File: config.mk
export PLATFORM = sky130hd
export DESIGN_NAME = add_shift_mult
export DESIGN_NICKNAME = d
export VERILOG_FILES = /design/src/rtl/add_shift_mult.sv
export SDC_FILE = /design/constraint.sdc
export NUM_CORES = 1
export LEC_CHECK = 0
export CORE_MARGIN = 2
export CORE_UTILIZATION = 60
export CTS_CLUSTER_SIZE = 12
export DETAILED_ROUTE_END_ITERATION = 8
export DONT_BUFFER_PORTS = 1
export GPL_TIMING_DRIVEN = 0
export PLACE_DENSITY = 0.78
export SLEW_MARGIN = 20
export SYNTH_ARGS = -nofsm -noshare
export SYNTH_HDL_FRONTEND = slang
export SYNTH_SLANG_ARGS = --single-unit
File: constraint.sdc
create_clock -name CLK -period 8.8 [get_ports CLK]
set_input_delay 1.76 -clock CLK [delete_from_list [all_inputs] [get_ports CLK]]
set_output_delay 1.76 -clock CLK [all_outputs]
set_load 0.02 [all_outputs]
File: src/rtl/add_shift_mult.sv
`default_nettype none
// +--------------------------------------------------------------------------+
// | Module      : add_shift_mult                                             |
// | Description : Sequential add-shift multiplier, N x N -> 2N bits, with    |
// |               per-operation unsigned / two's-complement signed mode.     |
// |               Control FSM, iteration counter and datapath in one block.  |
// | Revision    : 1.0 - initial release                                      |
// +--------------------------------------------------------------------------+
// | Ports                                                                    |
// |   CLK      in   1    clock, rising edge                                  |
// |   RST      in   1    asynchronous active-high reset                      |
// |   ST       in   1    start request, sampled only while idle              |
// |   SIGNED   in   1    0 = unsigned, 1 = two's complement (sampled with ST)|
// |   MCAND    in   N    multiplicand (sampled with ST)                      |
// |   MPLIER   in   N    multiplier (sampled with ST)                        |
// |   BUSY     out  1    high whenever the FSM is not idle                   |
// |   DONE     out  1    one-cycle pulse when PRODUCT is updated             |
// |   PRODUCT  out  2N   result register, held until the next DONE          |
// +--------------------------------------------------------------------------+
module add_shift_mult #(
  parameter int N = 32
) (
  input  logic           CLK,
  input  logic           RST,
  input  logic           ST,
  input  logic           SIGNED,
  input  logic [N-1:0]   MCAND,
  input  logic [N-1:0]   MPLIER,
  output logic           BUSY,
  output logic           DONE,
  output logic [2*N-1:0] PRODUCT
);

  localparam int CW = $clog2(N + 1);

  typedef enum logic [2:0] {
    S_IDLE  = 3'd0,
    S_TEST  = 3'd1,
    S_ADD   = 3'd2,
    S_SHIFT = 3'd3,
    S_FIX   = 3'd4
  } state_t;

  state_t           state_q, state_d;
  logic [N-1:0]     m_q, m_d;
  logic [N:0]       a_q, a_d;
  logic [N-1:0]     q_q, q_d;
  logic [CW-1:0]    cnt_q, cnt_d;
  logic             neg_q, neg_d;
  logic [2*N-1:0]   product_q, product_d;
  logic             done_q, done_d;

  // Operand magnitudes. The negation of the most negative value wraps back to
  // 2^(N-1), which is exactly the right magnitude when read as unsigned.
  logic [N-1:0]     mcand_mag;
  logic [N-1:0]     mplier_mag;
  logic [2*N-1:0]   raw_product;

  always_comb begin
    mcand_mag  = (SIGNED && MCAND[N-1])  ? -MCAND  : MCAND;
    mplier_mag = (SIGNED && MPLIER[N-1]) ? -MPLIER : MPLIER;
  end

  // A[N] is guaranteed zero once all iterations are done, so only the low
  // N bits of A form the upper product half.
  assign raw_product = {a_q[N-1:0], q_q};

  // --------------------------------------------------------------------------
  // State and datapath registers
  // --------------------------------------------------------------------------
  always_ff @(posedge CLK or posedge RST) begin
    if (RST) begin
      state_q   <= S_IDLE;
      m_q       <= '0;
      a_q       <= '0;
      q_q       <= '0;
      cnt_q     <= '0;
      neg_q     <= 1'b0;
      product_q <= '0;
      done_q    <= 1'b0;
    end else begin
      state_q   <= state_d;
      m_q       <= m_d;
      a_q       <= a_d;
      q_q       <= q_d;
      cnt_q     <= cnt_d;
      neg_q     <= neg_d;
      product_q <= product_d;
      done_q    <= done_d;
    end
  end

  // --------------------------------------------------------------------------
  // Next-state and datapath logic
  // --------------------------------------------------------------------------
  always_comb begin
    state_d   = state_q;
    m_d       = m_q;
    a_d       = a_q;
    q_d       = q_q;
    cnt_d     = cnt_q;
    neg_d     = neg_q;
    product_d = product_q;
    done_d    = 1'b0;

    case (state_q)
      S_IDLE: begin
        if (ST) begin
          m_d     = mcand_mag;
          q_d     = mplier_mag;
          a_d     = '0;
          cnt_d   = '0;
          neg_d   = SIGNED & (MCAND[N-1] ^ MPLIER[N-1]);
          state_d = S_TEST;
        end
      end

      S_TEST: begin
        if (cnt_q == CW'(N)) begin
          state_d = S_FIX;
        end else if (q_q[0]) begin
          state_d = S_ADD;
        end else begin
          state_d = S_SHIFT;
        end
      end

      S_ADD: begin
        a_d     = a_q + {1'b0, m_q};
        state_d = S_SHIFT;
      end

      S_SHIFT: begin
        // Logical right shift of the {A,Q} pair: A[0] falls into Q[N-1].
        a_d     = {1'b0, a_q[N:1]};
        q_d     = {a_q[0], q_q[N-1:1]};
        cnt_d   = cnt_q + CW'(1);
        state_d = S_TEST;
      end

      S_FIX: begin
        product_d = neg_q ? -raw_product : raw_product;
        done_d    = 1'b1;
        state_d   = S_IDLE;
      end

      default: begin
        state_d = S_IDLE;
      end
    endcase
  end

  // --------------------------------------------------------------------------
  // Outputs: all taken from registered state
  // --------------------------------------------------------------------------
  assign BUSY    = (state_q != S_IDLE);
  assign DONE    = done_q;
  assign PRODUCT = product_q;

endmodule
`default_nettype wire

* Word level (Yosys, flattened, before mapping)
Cells that the tools add are included.
Word-level totals: output and inout port bits 66, flip-flop bits (word level) 172, word-level logic and storage cells 44
Cells by class: add/subtract/negate cells 5, bitwise logic cells 2, reductions and logical operators 9, mux-type cells 14, equality and inequality tests 6
Operators with widths (number):
- $pmux W33 S3 | 1
- $mux W32 | 3
- $mux W64 | 1
- $neg A32 Y32 | 2
- $neg A64 Y64 | 1
- $pmux W32 S2 | 1
- $add A33 B32 Y33 | 1
- $mux W33 | 1
- $pmux W3 S4 | 1
- $pmux W6 S2 | 1
- $add A6 B1 Y6 const B | 1
- $eq A3 B2 Y1 const B | 2
- $eq A6 B6 Y1 const B | 1
- $mux W3 | 2
- $mux W6 | 1
- $reduce_and A2 Y1 | 3
- $reduce_bool A3 Y1 | 2
- $eq A3 B1 Y1 const B | 1
- $eq A3 B3 Y1 const B | 1
- $logic_not A3 Y1 | 1
- $logic_and A1 B1 Y1 | 2
- $mux W1 | 2
- $ne A2 B2 Y1 const B | 1
- $reduce_bool A2 Y1 | 1
- 2 further kinds | 2

* Longest topological paths before layout
word-level depth 4, gate-level depth with buffers 12, mapped depth without buffers 12

* Worst setup path before layout
No wires, ideal clock.
path type input to register, start point input port MPLIER[8], end point register q_q[28], required time 8.667 ns, data arrival time 3.780 ns, path buffers 0, stages 8, path slack 4.887 ns, path through or3_1 nor3_1 nor2b_1 nand2_1 o41ai_1 o21ai_0 xnor2_1 o21ai_0
On the way: word-level cells in the longest chain between the ends 4
Ends and longest elaborated chain:
- start, declared | line 28 | input logic [N-1:0] MPLIER,
- $neg A32 Y32 | line 61 | mplier_mag = (SIGNED && MPLIER[N-1]) ? -MPLIER : MPLIER;
- $mux W32 | line 61
- $mux W32 | line 108 | if (ST) begin
- $pmux W32 S2 | line 106 | case (state_q)
- end signal, assigned | line 85 | q_q <= q_d;
- end, declared | line 47 | logic [N-1:0] q_q, q_d;
Every way passes these cells. The select of a mux whose other input is x is not followed. A chain may end at the register's enable or synchronous reset.

* Worst setup path in the final report
start point input port MCAND[4], end point register m_q[28]
On the way: word-level cells in the longest chain between the ends 2
Ends and longest elaborated chain:
- start, declared | line 27 | input logic [N-1:0] MCAND,
- $neg A32 Y32 | line 60 | mcand_mag = (SIGNED && MCAND[N-1]) ? -MCAND : MCAND;
- $mux W32 | line 60
- end signal, assigned | line 83 | m_q <= m_d;
- end, declared | line 45 | logic [N-1:0] m_q, m_d;
Every way passes these cells.

==> metrics <==
Post-DRT Antenna Nets=0; register area share after synthesis=0.398; Finish-stage setup viols=0; CP max-delay cell=nor4_1; DRT Pass-1 Iters=7; cell accounting for the most synthesized area=dfrtp_1; ant diodes=0; status=complete, no violations; CTS tree=built; dominant cells by area after synthesis=dfrtp_1 (40%), o21ai_0 (9.8%), xor2_1 (7.3%); fin worst setup slack=around 4700 ps; first-pass GRT wire length=about 49000 µm; clock slew at reported path FFs=around 70 ps; Core ar.=between 15000 and 20000 µm²; critical path fanouts, max=4; Layout area overhead=8.03%; Slew @ Worst Pin=between 900 and 1000 ps; DP Wirelength=22100 µm; LEAKAGE=4.82 nW; vias in the first global route=between 9000 and 10000; Worst Hold Launch=m_q[15]; Synth cell types=64; max cap viols=0; share of cells above drive strength 1=0.0378; Skew-Pair Late Insertion Delay=between 400 and 500 ps; die height=roughly 140 µm; worst hold path type=register to register; pre-CTS setup slack=4300 ps; Worst setup EP type=register; Iter 0 DRT Violations=919; postcts setup bufs=0; number of synthesized flops with an enable pin=0; largest net degree at the start of global routing=100; CTS sink cnt=~170; # hold bufs at CTS=0; RSZ-0062 raised after global routing=false; Period minus WS final=a little over 4000 ps; vias after detailed routing=between 9000 and 10000; Cell Chain, Critical Path=nor4_1 -> and2_1 -> nand2_1 -> nor4_1 -> nand2_1 -> o31ai_1 -> o21ai_0 -> xnor2_1 -> o21ai_0; H-Tree Depth=4; final net count=roughly 1400; Fin Clk Skew=roughly 12 ps; Slew HR=0.333; Req. time, crit path=9100 ps; Crit path largest cell delay=roughly 570 ps; yosys warns=0; Post-Syn Area=10800 µm²; total grt overflow=0; setup TNS=0 ps; CTS Buf Count=17; drt wl/cell=around 19 µm; peak supply drop=144 µV; Max Slew Vio Count=0; row cnt=49; ys async rst share=1.00; Synth top area share=0.398; syn nets=about 1400; cell area power density=approximately 130 nW/µm²; FF+latch count, synth=172; Final Hold Viols=0; Root Driver=clkbuf_16; post-synthesis cell count=1262; reg-to-reg startpoint=a_q[0]; # DRC=0; initial antenna violation count=0; Worst setup startpoint=MCAND[4]; Die X=138 µm; commonest non-fill, non-tap cell in the layout=o21ai_0; PnR Total Power=1.57 mW; PostCTS Resize Cnt=0; number of port buffers=0; fmax=about 240 MHz; final wirelength=slightly below 30000 µm; average footprint of a synthesized cell=between 8 and 9 µm²; most frequent cells in the layout=o21ai_0 (212), nand2_1 (184), dfrtp_1 (172); Global Route Usage Sum=0.315; Avg Vias per Cell=between 6 and 7; critical path arrival=4410 ps; GPL Wtd Cong=0.922; Clock Tree Buf Depth=2; DIE AREA=around 19000 µm²; initial core utilization=0.606; Most used DFF post-synth=dfrtp_1; # IOs=around 130; CP Launch Type=primary input; critical setup path kind=primary input to register; crit share post-route=0.467
[sequential cells by signal (all words and copies together) (netlist names)]
| register | count |
|---|---|
| a_q | 33 |
| cnt_q | 6 |
| q_q | 32 |
| state_q | 3 |
| neg_q | 1 |
| m_q | 32 |
| DONE | 1 |
| PRODUCT | 64 |
[worst max-delay path, delay by kind of cell]
family / cells / cell delay [ps]
and+or+nand+nor: 5 / 1660
AOI/OAI and AO/OA: 3 / 780
xor gates and xnor gates: 1 / 220
[final timing paths]
check | endpoint | slack [ps] | depth (start not counted)
max | m_q[28] | 4690 | 9
min | m_q[15] | 490 | 2
max reg2reg | a_q[26] | 5280 | 12
min reg2reg | m_q[15] | 490 | 2
max in group asynchronous | q_q[14] | 6660 | 2
min in group asynchronous | m_q[10] | 1230 | 1
[cells in the mapped netlist (23+ instances only)]
cell,instances
dfrtp_1,172
nand3_1,29
a21oi_1,67
o21ai_0,212
ha_1,37
xnor2_1,54
clkbuf_1,64
nor2_1,64
xor2_1,90
a22oi_1,45
o31ai_1,23
nand2_1,184
[where the power goes]
part | total (mW) | switching, mW | internal [mW] | leakage, nW
clock network | 0.708 | 0.330 | 0.378 | 0.252
registers | 0.790 | 0 | 0.790 | 2.22
logic | 0.0674 | 0.0420 | 0.0254 | 2.36
total | 1.57 | 0.372 | 1.19 | 4.82
[metrics by stage]
stage | instances | cell area, µm² | utilization | hold slack [ps]
global placement | 1491 | 11100 | 0.622 | 475
floorplan | 1262 | 10800 | - | 453
finish | 1524 | 11700 | 0.655 | 487
detailed placement | 1492 | 11100 | 0.624 | 477
CTS | 1524 | 11700 | 0.655 | 491
global route | 1524 | 11700 | 0.655 | 520
[area by class of cell]
| type | count | area (µm²) |
|---|---|---|
| Multi-Input combinational cell | 1002 | 6170 |
| Sequential cell | 172 | 4300 |
| Clock buffer | 21 | 460 |
| Fill cell | 1495 | 6160 |
| Buffer | 68 | 255 |
| Tap cell | 229 | 287 |
| Timing Repair Buffer | 1 | 27.5 |
| Inverter | 20 | 82.6 |
| Clock inverter | 11 | 86.3 |
[routing by layer]
metal  up-vias  part of all wire  GRT usage
met3        58             0.083     0.0623
met1      4728              0.43      0.448
met5         -                 0          0
met2       422              0.46      0.484
li1       4573                 -          -
met4         0             0.027      0.113
[cell families (layout without fill, tap and decap cells)]
group / count (synthesis) / after routing / share of synthesized area
buffers and inverters: 88 / 121 / 0.0306
and+or+nand+nor: 401 / 401 / 0.179
adders and majority gates: 38 / 38 / 0.0447
AOI/OAI and AO/OA: 414 / 414 / 0.226
xor gates and xnor gates: 144 / 144 / 0.117
DFF: 172 / 172 / 0.398
muxes: 5 / 5 / 0.00475
No activity file was read; power rests on OpenSTA's default activity.
